**config.mk**
```make
export PLATFORM = sky130hd
export DESIGN_NAME = rf_write_arbiter_flat
export DESIGN_NICKNAME = d
export VERILOG_FILES = /design/src/rtl/rf_write_arbiter_if.sv /design/src/rtl/rf_write_arbiter.sv /design/src/flat_wrapper.sv
export SDC_FILE = /design/constraint.sdc
export NUM_CORES = 1
export LEC_CHECK = 0
export ABC_AREA = 1
export CAP_MARGIN = 30
export CORE_MARGIN = 5
export CORE_UTILIZATION = 52
export CTS_BUF_LIST = sky130_fd_sc_hd__clkbuf_8
export DETAILED_ROUTE_END_ITERATION = 7
export PLACE_DENSITY = 0.82
export SETUP_SLACK_MARGIN = 0.3
export SYNTH_ARGS = -nofsm -noshare
export SYNTH_HDL_FRONTEND = slang
export SYNTH_SLANG_ARGS = --single-unit
```
**constraint.sdc**
```tcl
create_clock -name clk_i -period 3.15 [get_ports clk_i]
set_clock_uncertainty 0.2 [all_clocks]
set_input_delay 0.7875 -clock clk_i [delete_from_list [all_inputs] [get_ports clk_i]]
set_output_delay 0.7875 -clock clk_i [all_outputs]
set_load 0.01 [all_outputs]
```
**src/rtl/rf_write_arbiter_if.sv**
```systemverilog
`default_nettype none
// ============================================================================
// Module      : rf_write_arbiter_if
// Description : Bundles the signals of the register-file write arbiter:
//               pipeline retire request, multi-cycle source handshake,
//               register-file write port and occupancy.
// Revision    : 1.0 - initial release
// ============================================================================
interface rf_write_arbiter_if #(
    parameter int DEPTH = 2
);
    localparam int c_cnt_w = $clog2(DEPTH) + 1;

    // Pipeline retire path
    logic               pipe_we_i;
    logic [4:0]         pipe_rd_i;
    logic [31:0]        pipe_data_i;
    logic               pipe_stall_o;

    // Multi-cycle result source
    logic               mc_valid_i;
    logic               mc_ready_o;
    logic [4:0]         mc_rd_i;
    logic [31:0]        mc_data_i;

    // Register-file write port
    logic               rf_we_o;
    logic [4:0]         rf_rd_o;
    logic [31:0]        rf_data_o;

    // Pending FIFO occupancy
    logic [c_cnt_w-1:0] pend_count_o;

    // Requester side: drives requests, observes grants
    modport master (
        output pipe_we_i, pipe_rd_i, pipe_data_i,
        output mc_valid_i, mc_rd_i, mc_data_i,
        input  pipe_stall_o, mc_ready_o,
        input  rf_we_o, rf_rd_o, rf_data_o, pend_count_o
    );

    // Arbiter side
    modport slave (
        input  pipe_we_i, pipe_rd_i, pipe_data_i,
        input  mc_valid_i, mc_rd_i, mc_data_i,
        output pipe_stall_o, mc_ready_o,
        output rf_we_o, rf_rd_o, rf_data_o, pend_count_o
    );
endinterface
`default_nettype wire

```
**src/rtl/rf_write_arbiter.sv**
```systemverilog
`default_nettype none
// ============================================================================
// Module      : rf_write_arbiter
// Description : Shares the write-back register-file write port between the
//               in-order pipeline (priority, no back-pressure) and a
//               multi-cycle result source buffered in a small pending FIFO.
//               Drops x0 writes, kills older pending writes on WAW and
//               stalls the pipeline for one cycle to avoid FIFO starvation.
// Revision    : 1.0 - initial release
// ============================================================================
module rf_write_arbiter #(
    parameter int DEPTH    = 2,
    parameter int MAX_WAIT = 4
) (
    input  wire logic          clk_i,
    input  wire logic          rst_i,
    rf_write_arbiter_if.slave  bus
);
    localparam int c_addr_w = (DEPTH > 1) ? $clog2(DEPTH) : 1;
    localparam int c_cnt_w  = $clog2(DEPTH) + 1;
    localparam int c_wait_w = $clog2(MAX_WAIT + 1);

    localparam logic [c_cnt_w-1:0]  c_full     = c_cnt_w'(DEPTH);
    localparam logic [c_wait_w-1:0] c_wait_max = c_wait_w'(MAX_WAIT);

    // Pending FIFO storage and state
    logic [4:0]          r_rd_q   [DEPTH];
    logic [31:0]         r_data_q [DEPTH];
    logic [DEPTH-1:0]    r_kill_q;
    logic [c_addr_w-1:0] r_rd_ptr;
    logic [c_addr_w-1:0] r_wr_ptr;
    logic [c_cnt_w-1:0]  r_count;

    // Starvation tracking and registered outputs
    logic [c_wait_w-1:0] r_wait;
    logic                r_stall;
    logic                r_rf_we;
    logic [4:0]          r_rf_rd;
    logic [31:0]         r_rf_data;

    logic                w_ready;
    logic                w_push;
    logic                w_peff;
    logic                w_head_vld;
    logic                w_head_kill;
    logic                w_pop_live;
    logic                w_pop_kill;
    logic                w_pop;
    logic                w_push_kill;
    logic [c_wait_w-1:0] w_wait_nxt;
    logic                w_stall_nxt;

    // Handshake, grant and pop decisions for the current cycle
    always_comb begin
        // Occupancy before any pop this cycle; no pop-to-push bypass
        w_ready     = !rst_i && (r_count < c_full);
        // x0 results are accepted but never stored
        w_push      = bus.mc_valid_i && w_ready && (bus.mc_rd_i != 5'd0);
        w_peff      = bus.pipe_we_i && !r_stall && (bus.pipe_rd_i != 5'd0);
        w_head_vld  = (r_count != '0);
        w_head_kill = r_kill_q[r_rd_ptr];
        w_pop_live  = !w_peff && w_head_vld && !w_head_kill;
        // Killed heads drain regardless of the pipeline grant
        w_pop_kill  = w_head_vld && w_head_kill;
        w_pop       = w_pop_live || w_pop_kill;
        // A same-cycle younger pipeline write to the same rd supersedes it
        w_push_kill = w_peff && (bus.mc_rd_i == bus.pipe_rd_i);
    end

    // Wait counter and stall decision for the next cycle
    always_comb begin
        w_wait_nxt  = r_wait;
        w_stall_nxt = 1'b0;
        if (!w_head_vld || w_head_kill || w_pop_live) begin
            w_wait_nxt = '0;
        end else if (r_wait != c_wait_max) begin
            w_wait_nxt = r_wait + 1'b1;
        end
        // One stall cycle guarantees the head a slot; never two in a row
        w_stall_nxt = !r_stall && (r_wait == c_wait_max) &&
                      w_head_vld && !w_head_kill && !w_pop_live;
    end

    // FIFO pointers, occupancy and kill flags
    always_ff @(posedge clk_i) begin
        if (rst_i) begin
            r_rd_ptr <= '0;
            r_wr_ptr <= '0;
            r_count  <= '0;
            r_kill_q <= '0;
        end else begin
            // Stale slots may be marked too; a push rewrites the flag
            if (w_peff) begin
                for (int i = 0; i < DEPTH; i++) begin
                    if (r_rd_q[i] == bus.pipe_rd_i) begin
                        r_kill_q[i] <= 1'b1;
                    end
                end
            end
            if (w_push) begin
                r_kill_q[r_wr_ptr] <= w_push_kill;
                r_wr_ptr           <= r_wr_ptr + 1'b1;
            end
            if (w_pop) begin
                r_rd_ptr <= r_rd_ptr + 1'b1;
            end
            case ({w_push, w_pop})
                2'b10:   r_count <= r_count + 1'b1;
                2'b01:   r_count <= r_count - 1'b1;
                default: r_count <= r_count;
            endcase
        end
    end

    // FIFO payload storage; contents are meaningless until pushed
    always_ff @(posedge clk_i) begin
        if (w_push) begin
            r_rd_q[r_wr_ptr]   <= bus.mc_rd_i;
            r_data_q[r_wr_ptr] <= bus.mc_data_i;
        end
    end

    // Starvation counter and registered pipeline stall
    always_ff @(posedge clk_i) begin
        if (rst_i) begin
            r_wait  <= '0;
            r_stall <= 1'b0;
        end else begin
            r_wait  <= w_wait_nxt;
            r_stall <= w_stall_nxt;
        end
    end

    // Registered register-file write port
    always_ff @(posedge clk_i) begin
        if (rst_i) begin
            r_rf_we   <= 1'b0;
            r_rf_rd   <= '0;
            r_rf_data <= '0;
        end else begin
            r_rf_we <= w_peff || w_pop_live;
            if (w_peff) begin
                r_rf_rd   <= bus.pipe_rd_i;
                r_rf_data <= bus.pipe_data_i;
            end else if (w_pop_live) begin
                r_rf_rd   <= r_rd_q[r_rd_ptr];
                r_rf_data <= r_data_q[r_rd_ptr];
            end
        end
    end

    assign bus.mc_ready_o   = w_ready;
    assign bus.pipe_stall_o = r_stall;
    assign bus.rf_we_o      = r_rf_we;
    assign bus.rf_rd_o      = r_rf_rd;
    assign bus.rf_data_o    = r_rf_data;
    assign bus.pend_count_o = r_count;

endmodule
`default_nettype wire

```
**src/flat_wrapper.sv**
```systemverilog
// flat-port wrapper written by rule: the top's interface ports become plain ports
module rf_write_arbiter_flat 
#(
    parameter int DEPTH    = 2,
    parameter int MAX_WAIT = 4
)
  (clk_i, rst_i, bus_pipe_we_i, bus_pipe_rd_i, bus_pipe_data_i, bus_mc_valid_i, bus_mc_rd_i, bus_mc_data_i, bus_pipe_stall_o, bus_mc_ready_o, bus_rf_we_o, bus_rf_rd_o, bus_rf_data_o, bus_pend_count_o);
  rf_write_arbiter_if #(.DEPTH(DEPTH)) bus_i ();
  input  wire logic clk_i;
  input  wire logic rst_i;
  input wire logic [$bits(bus_i.pipe_we_i)-1:0] bus_pipe_we_i;
  input wire logic [$bits(bus_i.pipe_rd_i)-1:0] bus_pipe_rd_i;
  input wire logic [$bits(bus_i.pipe_data_i)-1:0] bus_pipe_data_i;
  input wire logic [$bits(bus_i.mc_valid_i)-1:0] bus_mc_valid_i;
  input wire logic [$bits(bus_i.mc_rd_i)-1:0] bus_mc_rd_i;
  input wire logic [$bits(bus_i.mc_data_i)-1:0] bus_mc_data_i;
  output wire logic [$bits(bus_i.pipe_stall_o)-1:0] bus_pipe_stall_o;
  output wire logic [$bits(bus_i.mc_ready_o)-1:0] bus_mc_ready_o;
  output wire logic [$bits(bus_i.rf_we_o)-1:0] bus_rf_we_o;
  output wire logic [$bits(bus_i.rf_rd_o)-1:0] bus_rf_rd_o;
  output wire logic [$bits(bus_i.rf_data_o)-1:0] bus_rf_data_o;
  output wire logic [$bits(bus_i.pend_count_o)-1:0] bus_pend_count_o;
  assign bus_i.pipe_we_i = bus_pipe_we_i;
  assign bus_i.pipe_rd_i = bus_pipe_rd_i;
  assign bus_i.pipe_data_i = bus_pipe_data_i;
  assign bus_i.mc_valid_i = bus_mc_valid_i;
  assign bus_i.mc_rd_i = bus_mc_rd_i;
  assign bus_i.mc_data_i = bus_mc_data_i;
  assign bus_pipe_stall_o = bus_i.pipe_stall_o;
  assign bus_mc_ready_o = bus_i.mc_ready_o;
  assign bus_rf_we_o = bus_i.rf_we_o;
  assign bus_rf_rd_o = bus_i.rf_rd_o;
  assign bus_rf_data_o = bus_i.rf_data_o;
  assign bus_pend_count_o = bus_i.pend_count_o;
  rf_write_arbiter #(.DEPTH(DEPTH), .MAX_WAIT(MAX_WAIT)) u_core (.clk_i(clk_i), .rst_i(rst_i), .bus(bus_i));
endmodule
```
==> run_results.csv, run 1 <==
group,metric,value,unit
status,status,"completed",
global_routing,grt_max_degree,78,
pwr,pwr-share-seq,42.1,%
layout,layout_commonest_cell,"nand2_1",
setup_path,crit_chain,"clkdlybuf4s50_1 > nor2_1 > dlygate4sd2_1",
sta,setup_viol,0,
floorplanning,rows,37,
global_routing,grt_pass1_vias,4629,
global_routing,gr-total-overflow,0,
synthesis,syn_inst,615,
global_routing,grt_pass1_wl,21.8,mm
synthesis,ys_warn_count,0,
synthesis,synth_area,5450,µm²
global_routing,track_usage,21.8,%
setup_path,required,2.16,ns
global_routing,antenna_found_initial,0,
drt,ant_nets,0,
sta,slew_violations,0,
sta,tns,0,ns
floorplanning,core_area,10300,µm²
clocking,cts_root_buf,"clkbuf_8",
pwr,internal-power,3.27,mW
pwr,combPwrFrac,25.8,%
clocking,cts_sinks,123,
setup_path,reg2reg_slack,1.11,ns
sta,worst_pin_slew,0.736,ns
setup_path,path_max_fanout,2,
layout,mostFrequentLayoutCells,"nand2_1, clkdlybuf4s50_1, nand3_1",
pwr,p_leak,3.14,nW
setup_path,endpoint_kind,"output port",
flow_run,max_cap_violations,0,
pwr,switching_share,31.3,%
setup_path,r2r-start,"u_core.r_rd_ptr$_SDFFE_PP0N_",
setup_path,cp_slowest_cell,"clkdlybuf4s50_1",
min_path,whs_path_depth,2,
min_path,hold_path.class,"reg2reg",
setup_path,start_kind,"input pin",
setup_path,r2r_end,"u_core.bus.rf_data_o[31]$_SDFFE_PP0P_",
clocking,cts_setup_buffers,0,
clocking,cts_tree,"done",
clocking,path_clk_slew,0.08,ns
clocking,h-tree-depth,4,
pwr,pwr-share-clk,32.1,%
place,hpwl,8.84,mm
drt,vias_per_cell,5.10,
clocking,clk_latency,0.43,ns
pwr,peakVddDrop,0.311,mV
layout,layout-drive-gt1-share,7.52,%
pwr,p_switching,1.49,mW
drt,routedWlPerCell,15.1,µm
pwr,power,4.75,mW
drt,num_vias,4496,
sta,max_freq,380,MHz
setup_path,cpPeakStageDelay,0.52,ns
drt,drt_pass1_iterations,5,
sta,max_slew_margin,50.8,%
synthesis,synth-seq-area-share,58.8,%
floorplanning,floorplan.initialDensity,53.0,%
synthesis,synth_nets,696,
place,port_buffers,119,
sta,period_minus_slack,2.63,ns
sta,fin_crit_sh,83.5,%
floorplanning,die_x,112,µm
min_path,min_to,"u_core.r_wr_ptr$_SDFFE_PP0N_",
clocking,numCtsBuffers,17,
pwr,p_per_area,663,nW/µm²
clocking,clockBufferDepth,2,
layout,antenna_cells,0,
place,gp_congestion,0.864,
drt,drt_iter0_markers,355,
layout,area_delta_synth_final,31.6,%
floorplanning,die_area,12600,µm²
drt,remaining_drc_errors,0,
setup_path,arrival,1.64,ns
min_path,min_from,"u_core.r_wr_ptr$_SDFFE_PP0N_",
setup_path,reg2regPathDepth,8,
sta,rsz0062_at_grt,"false",
setup_path,worstSetupStartpoint,"rst_i",
sta,hold_viol,0,
floorplanning,io_pins,120,
floorplanning,dieHeight,112,µm
drt,routed_wl,13.3,mm
synthesis,synth_seq_cells,123,
setup_path,crit_type,"in2out",
synthesis,synth.avg_cell_area,8.85,µm²
layout,fin_nets,813,
synthesis,synth_cell_types,23,
## logic make-up (layout without fill, tap and decap cells)
family	count (synthesis)	after routing	share of synthesized area (%)
XOR/XNOR	11	11	1.77
AO/OA/AOI/OAI	46	46	4.37
AND/OR/NAND/NOR	299	299	23.8
buffers and inverters	133	263	10.6
flip-flops	123	123	58.8
adder cells (fa/ha/maj)	3	3	0.689
## power groups by stage
stage               Clock [mW]  Combinational (mW)  Sequential [mW]
global placement             0                1.18             2.02
global route              1.63                1.38             2.02
floorplan                    0               0.753             2.03
CTS                       1.55                1.24             2.00
detailed placement           0                1.22             2.03
finish                    1.53                1.23             2.00
## worst max-delay path: cells and delay by family
family | cells | cell delay [ns]
buffers and inverters | 2 | 0.80
and+or+nand+nor | 1 | 0.06
## through the flow
stage	util (%)	hold WS (ns)	setup WS, ns	instances	area, µm²
floorplan	-	0.246	0.559	615	5450
global placement	65.4	0.269	0.247	849	6730
detailed placement	65.4	0.287	0.166	849	6730
CTS	69.7	0.300	0.522	881	7170
global route	69.7	0.332	0.502	881	7170
finish	69.7	0.299	0.521	881	7170
## layer usage
layer  vias up  track usage [%]  share of wire (%)
li1       2212                -                  -
met1      2085             24.5                 39
met2       168             38.5                 52
met3        31             5.66                6.9
met4         0             10.7                2.8
met5         -                0                  0
## sequential cells by signal, summed over array words and instances, names as in the netlist, named ones only
| register | flops |
|---|---|
| u_core.bus.pend_count_o | 2 |
| u_core.bus.pipe_stall_o | 1 |
| u_core.bus.rf_data_o | 32 |
| u_core.bus.rf_rd_o | 5 |
| u_core.bus.rf_we_o | 1 |
| u_core.r_data_q | 64 |
| u_core.r_kill_q | 2 |
| u_core.r_rd_ptr | 1 |
| u_core.r_rd_q | 10 |
| u_core.r_wait | 3 |
| u_core.r_wr_ptr | 1 |
## synth_stat cells
| master | instances | area (µm²) |
|---|---|---|
| nor3b_1 | 1 | 7.51 |
| xor2_1 | 9 | 78.8 |
| ha_1 | 3 | 37.5 |
| inv_2 | 4 | 15.0 |
| xnor2_1 | 2 | 17.5 |
| nand3_2 | 2 | 20.0 |
| o21ai_0 | 38 | 190 |
| dfxtp_1 | 49 | 981 |
| buf_1 | 4 | 15.0 |
| a21oi_2 | 2 | 17.5 |
| buf_4 | 4 | 30.0 |
| nor2_2 | 3 | 18.8 |
| o21ai_1 | 1 | 5.00 |
| buf_2 | 14 | 70.1 |
| edfxtp_1 | 74 | 2220 |
| nand3_1 | 116 | 581 |
| buf_6 | 6 | 67.6 |
| nand2_2 | 1 | 6.26 |
| nand2_1 | 150 | 563 |
| inv_1 | 96 | 360 |
| nor2_1 | 26 | 97.6 |
| a21oi_1 | 5 | 25.0 |
| clkbuf_1 | 5 | 18.8 |
## area by class of cell
cell class	count	area (µm²)
well taps	136	170
clock buffers	18	248
fillers	812	3110
inverters	100	375
clock inverters	14	193
flip-flops and latches	123	3200
repair buffers	131	1310
multi-input cells	359	1670
## what timing repair did
item | 4_1_cts | 5_1_grt
endpoints found under the setup margin | 1 | 0
gates resized for setup | 1 | 0
hold buffers | 0 | 0
## worst max-delay path by stage
| stage | slack [ns] | to |
|---|---|---|
| final | 0.52 | bus_mc_ready_o |
| after global routing | 0.50 | bus_mc_ready_o |
| after CTS | 0.52 | bus_mc_ready_o |
| after detailed placement | 0.17 | u_core.bus.pend_count_o[1]$_SDFFE_PP0P_ |
| after global placement | 0.25 | u_core.bus.pend_count_o[1]$_SDFFE_PP0P_ |
| after floorplan | 0.56 | u_core.r_data_q[0][0]$_DFFE_PP_ |
Note: power is estimated with default switching activity, not from simulation.
==> run 2, diff against run 1 <==
==> constraint.sdc (replaced) <==
create_clock -name clk_i -period 2.69 [get_ports clk_i]
set_clock_uncertainty 0.2 [all_clocks]
set_input_delay 0.6725 -clock clk_i [delete_from_list [all_inputs] [get_ports clk_i]]
set_output_delay 0.6725 -clock clk_i [all_outputs]
set_load 0.01 [all_outputs]
==> run 2 against run 1 <==
  * Sequential share of layout area fell by 1.2 points
  * Combinational power rose by 21%
  * Global-route usage fell by 1.0 points
  * Critical path type is now reg2out
  * Critical endpoint is now bus_pend_count_o[1]
==> run_results.csv, run 2 (synthesis gave the netlist of run 1 again) <==
group,metric,value,unit
sta,period_minus_slack,2.28,ns
layout,fillers,757,
layout,area_delta_synth_final,35.1,%
setup_path,crit_family,"buffers and inverters",
clocking,cts_setup_buffers,0,
pwr,peakVddDrop,0.405,mV
layout,layout-drive-gt1-share,9.25,%
place,hpwl,8.87,mm
pwr,p_switching,1.73,mW
setup_path,cp_slowest_cell,"clkdlybuf4s50_1",
clocking,cts_root_buf,"clkbuf_8",
status,status,"completed",
pwr,pwr-share-seq,41.0,%
sta,max_slew_margin,50.9,%
drt,num_vias,4482,
floorplanning,dieHeight,112,µm
flow_run,max_cap_violations,0,
setup_path,crit_chain,"clkdlybuf4s50_1",
global_routing,track_usage,20.8,%
layout,antenna_cells,0,
drt,ant_nets,0,
pwr,p_per_area,773,nW/µm²
sta,max_freq,438,MHz
global_routing,gr-total-overflow,0,
pwr,p_leak,3.22,nW
floorplanning,core_area,10300,µm²
drt,drt_iter0_markers,236,
layout,largest_reg_flops,64,
floorplanning,io_pins,120,
drt,routedWlPerCell,14.6,µm
drt,drt_pass1_iterations,5,
drt,vias_per_cell,5.02,
pwr,switching_share,30.3,%
global_routing,antenna_found_initial,0,
clocking,clockBufferDepth,2,
pwr,pwr-share-clk,32.8,%
setup_path,cpPeakStageDelay,0.57,ns
sta,worst_pin_slew,0.735,ns
sta,fin_crit_sh,84.9,%
global_routing,grt_max_degree,78,
clocking,cts_tree,"done",
setup_path,endpoint_kind,"output port",
clocking,path_clk_slew,0.07,ns
clocking,numCtsBuffers,17,
setup_path,arrival,1.41,ns
floorplanning,floorplan.initialDensity,53.0,%
place,gp_congestion,0.834,
layout,top_register,"u_core.r_data_q",
clocking,clk_latency,0.41,ns
sta,slew_violations,0,
setup_path,start_kind,"register",
drt,routed_wl,13.1,mm
layout,mostFrequentLayoutCells,"nand2_1, clkdlybuf4s50_1, nand3_1",
sta,whs,0.318,ns
place,port_buffers,119,
pwr,combPwrFrac,26.2,%
floorplanning,die_x,112,µm
pwr,power,5.69,mW
clocking,h-tree-depth,4,
global_routing,grt_pass1_wl,21.4,mm
layout,fin_nets,825,
clocking,cts_hold_buf,0,
pwr,internal-power,3.96,mW
setup_path,cp_num_buf_inv,1,
min_path,hold_path.class,"reg2reg",
sta,setup_viol,0,
drt,remaining_drc_errors,0,
floorplanning,rows,37,
layout,layout_commonest_cell,"nand2_1",
setup_path,path_max_fanout,5,
setup_path,required,1.82,ns
clocking,cts_sinks,123,
layout,final_util,71.6,%
sta,hold_viol,0,
global_routing,grt_pass1_vias,4585,
sta,rsz0062_at_grt,"true",
sta,tns,0,ns
floorplanning,die_area,12600,µm²
setup_path,crit_type,"reg2out",
==> run 2: changes by cell type in the layout (fill, tap and decap cells not counted), sizes merged <==
cell	change
dlymetal6s2s	+1
clkdlybuf4s50	-1
inv	-2
clkinvlp	+1
buf	+12
bufinv	+1
==> run 2: final cells by class <==
class	count	area [µm²]	area share (%)
Sequential cell	123	3200	43.6
Multi-Input combinational cell	359	1670	22.7
Timing Repair Buffer	143	1460	19.9
Inverter	100	383	5.20
Clock buffer	18	248	3.37
Clock inverter	14	218	2.96
Tap cell	136	170	2.31
==> run 2: per-layer routing <==
layer	vias up	GRT usage, %	part of all wire (%)
li1	2235	-	-
met1	2093	24.2	40
met2	142	37.7	53
met3	12	5.01	5.8
met4	0	6.81	1.1
met5	-	0	0
==> run 2: repair_timing <==
item,CTS,global route
setup endpoints to repair,1,2
resized for setup,1,2
hold endpoints to repair,0,0
cloned,0,0
==> run 2: power by group through the flow <==
| stage | combinational, mW | sequential [mW] | clock [mW] |
|---|---|---|---|
| floorplan | 0.884 | 2.37 | 0 |
| global placement | 1.45 | 2.36 | 0 |
| detailed placement | 1.50 | 2.37 | 0 |
| CTS | 1.50 | 2.33 | 1.89 |
| global route | 1.65 | 2.36 | 1.98 |
| finish | 1.49 | 2.34 | 1.87 |
==> run 2: metrics by stage <==
step                setup slack (ns)  area [µm²]  std cells
finish                         0.407        7360        893
floorplan                      0.368        5450        615
CTS                            0.304        7350        893
detailed placement            0.0116        6890        861
global placement              0.0454        6890        861
global route                   0.271        7360        893
==> run 2: path summary, 6_finish.rpt <==
check	startpoint	end	slack, ns	cells after the start
worst max-delay path	u_core.bus.pend_count_o[1]$_SDFFE_PP0P_	bus_pend_count_o[1]	0.41	1
worst min-delay path	u_core.r_wait[1]$_SDFFE_PP0P_	u_core.r_wait[1]$_SDFFE_PP0P_	0.32	2
worst max register to register	u_core.r_rd_ptr$_SDFFE_PP0N_	u_core.bus.rf_rd_o[1]$_SDFFE_PP0P_	0.79	7
worst min register to register	u_core.r_wait[1]$_SDFFE_PP0P_	u_core.r_wait[1]$_SDFFE_PP0P_	0.32	2
==> run 3, diff against run 2 <==
--- a/config.mk
+++ b/config.mk
@@ -8,10 +8,10 @@
 export ABC_AREA = 1
 export CAP_MARGIN = 30
 export CORE_MARGIN = 5
-export CORE_UTILIZATION = 52
+export CORE_UTILIZATION = 47
 export CTS_BUF_LIST = sky130_fd_sc_hd__clkbuf_8
 export DETAILED_ROUTE_END_ITERATION = 7
-export PLACE_DENSITY = 0.82
+export PLACE_DENSITY = 0.78
 export SETUP_SLACK_MARGIN = 0.3
 export SYNTH_ARGS = -nofsm -noshare
 export SYNTH_HDL_FRONTEND = slang
==> constraint.sdc (replaced) <==
create_clock -name clk_i -period 2 [get_ports clk_i]
set_clock_uncertainty 0.2 [all_clocks]
set_input_delay 0.5 -clock clk_i [delete_from_list [all_inputs] [get_ports clk_i]]
set_output_delay 0.5 -clock clk_i [all_outputs]
set_load 0.01 [all_outputs]
==> run 3 against run 2 <==
  * Design area rose by 4.6%
  * Combinational power rose by 52%
  * Sequential power rose by 35%
  * Global-route usage fell by 0.44 points
  * Via count rose by 2.9%
  * Hold slack got worse by 0.082 ns
  * Largest cell class unchanged
==> run_results.csv, run 3 (synthesis gave the netlist of run 1 again) <==
group,metric,value,unit
clocking,numCtsBuffers,17,
pwr,p_leak,3.51,nW
layout,layout-drive-gt1-share,24.5,%
sta,setup_viol,0,
global_routing,track_usage,20.4,%
pwr,internal-power,5.11,mW
status,status,"completed",
sta,hold_viol,0,
sta,worst_pin_slew,0.440,ns
clocking,cts_root_buf,"clkbuf_8",
clocking,path_clk_slew,0.08,ns
place,gp_congestion,0.867,
layout,largest_reg_flops,64,
global_routing,grt_max_degree,45,
pwr,pwr-share-seq,41.4,%
global_routing,gr-total-overflow,0,
pwr,combPwrFrac,29.8,%
floorplanning,die_x,118,µm
layout,stdcell_count,936,
setup_path,crit_chain,"clkdlybuf4s15_1 > nor3b_2 > buf_4 > buf_4 > nand3_4 > clkinvlp_4 > buf_12 > clkbuf_16",
layout,top_register,"u_core.r_data_q",
pwr,peakVddDrop,0.609,mV
place,dp.cells,878,
clocking,h-tree-depth,4,
clocking,clockBufferDepth,2,
sta,rsz0062_at_grt,"true",
drt,drt_pass1_iterations,5,
place,hpwl,9.34,mm
clocking,cts_sinks,123,
drt,num_vias,4612,
setup_path,cp_slowest_cell,"clkdlybuf4s15_1",
clocking,cts_tree,"done",
setup_path,required,1.96,ns
global_routing,grt_pass1_wl,22.7,mm
global_routing,grt_pass1_vias,4726,
setup_path,endpoint_kind,"register",
sta,fin_crit_sh,90.9,%
pwr,p_switching,2.52,mW
setup_path,arrival,1.78,ns
floorplanning,dieHeight,118,µm
layout,final_util,67.6,%
drt,routed_wl,14.3,mm
place,port_buffers,119,
layout,fin_nets,861,
setup_path,start_kind,"input pin",
setup_path,cpPeakStageDelay,0.26,ns
pwr,pwr-share-clk,28.8,%
layout,area_delta_synth_final,41.2,%
floorplanning,core_area,11400,µm²
global_routing,antenna_found_initial,0,
drt,drt_iter0_markers,331,
min_path,hold_path.class,"in2reg",
sta,period_minus_slack,1.82,ns
sta,whs,0.236,ns
clocking,cts_hold_buf,0,
setup_path,crit_type,"in2reg",
flow_run,max_cap_violations,0,
sta,slew_violations,0,
setup_path,path_common_cell,"buf_4",
pwr,p_per_area,992,nW/µm²
drt,routedWlPerCell,15.3,µm
clocking,clk_latency,0.44,ns
floorplanning,floorplan.initialDensity,47.9,%
layout,mostFrequentLayoutCells,"nand2_1, nand3_1, inv_1",
drt,ant_nets,0,
layout,fillers,911,
drt,remaining_drc_errors,0,
sta,max_freq,550,MHz
floorplanning,die_area,13800,µm²
setup_path,path_max_fanout,5,
floorplanning,io_pins,120,
layout,antenna_cells,0,
pwr,switching_share,33.0,%
sta,max_slew_margin,70.4,%
pwr,power,7.63,mW
floorplanning,rows,39,
drt,vias_per_cell,4.93,
layout,layout_commonest_cell,"nand2_1",
[run 3: final timing paths]
check	from	end	slack (ns)	depth (start not counted)
max	rst_i	u_core.r_data_q[1][28]$_DFFE_PP_	0.18	8
min	rst_i	u_core.bus.pend_count_o[0]$_SDFFE_PP0P_	0.24	2
max reg2reg	u_core.bus.pend_count_o[1]$_SDFFE_PP0P_	u_core.r_data_q[1][28]$_DFFE_PP_	0.19	7
min reg2reg	u_core.r_wait[1]$_SDFFE_PP0P_	u_core.r_wait[1]$_SDFFE_PP0P_	0.33	2
[run 3: power by group through the flow]
stage / registers (mW) / logic [mW] / clock network (mW)
after floorplan: 3.19 / 1.22 / 0
after global placement: 3.17 / 2.13 / 0
after detailed placement: 3.18 / 2.18 / 0
after CTS: 3.14 / 2.24 / 2.23
after global routing: 3.19 / 2.53 / 2.35
final: 3.16 / 2.27 / 2.19
[run 3: cell type report]
type                            instances  area (µm²)  share of cell area (%)
Sequential cell                       123        3250                    42.3
Multi-Input combinational cell        359        1780                    23.1
Timing Repair Buffer                  179        1700                    22.2
Inverter                              100         383                    4.98
Clock buffer                           17         234                    3.04
Tap cell                              143         179                    2.33
Clock inverter                         15         165                    2.15
[run 3: stage by stage]
stage	worst slack (ns)	setup TNS, ns	area [µm²]
2_1_floorplan	-0.0427	-0.309	5490
3_3_place_gp	-0.403	-39.16	6990
3_5_place_dp	-0.450	-45.61	6990
4_1_cts	0.241	0	7570
5_1_grt	0.129	0	7690
6_report	0.182	0	7690
[run 3: what timing repair did]
item | in CTS | in global routing
resized for setup | 234 | 20
pin swaps | 16 | 4
setup buffers | 18 | 2
gates cloned | 4 | 2
setup endpoints to repair | 161 | 121
hold endpoints to repair | 0 | 0
[run 3: critical path, delay by kind of cell]
kind | cells | cell delay (ns)
buffers and inverters | 6 | 0.95
AND/OR/NAND/NOR | 2 | 0.32
[run 3: metal layers]
metal  vias up  GRT usage, %  share of wire [%]
met5         -             0                  0
met1      2126          22.4                 39
met3        29          5.38                5.3
li1       2307             -                  -
met2       150          36.7                 53
met4         0          8.96                2.8
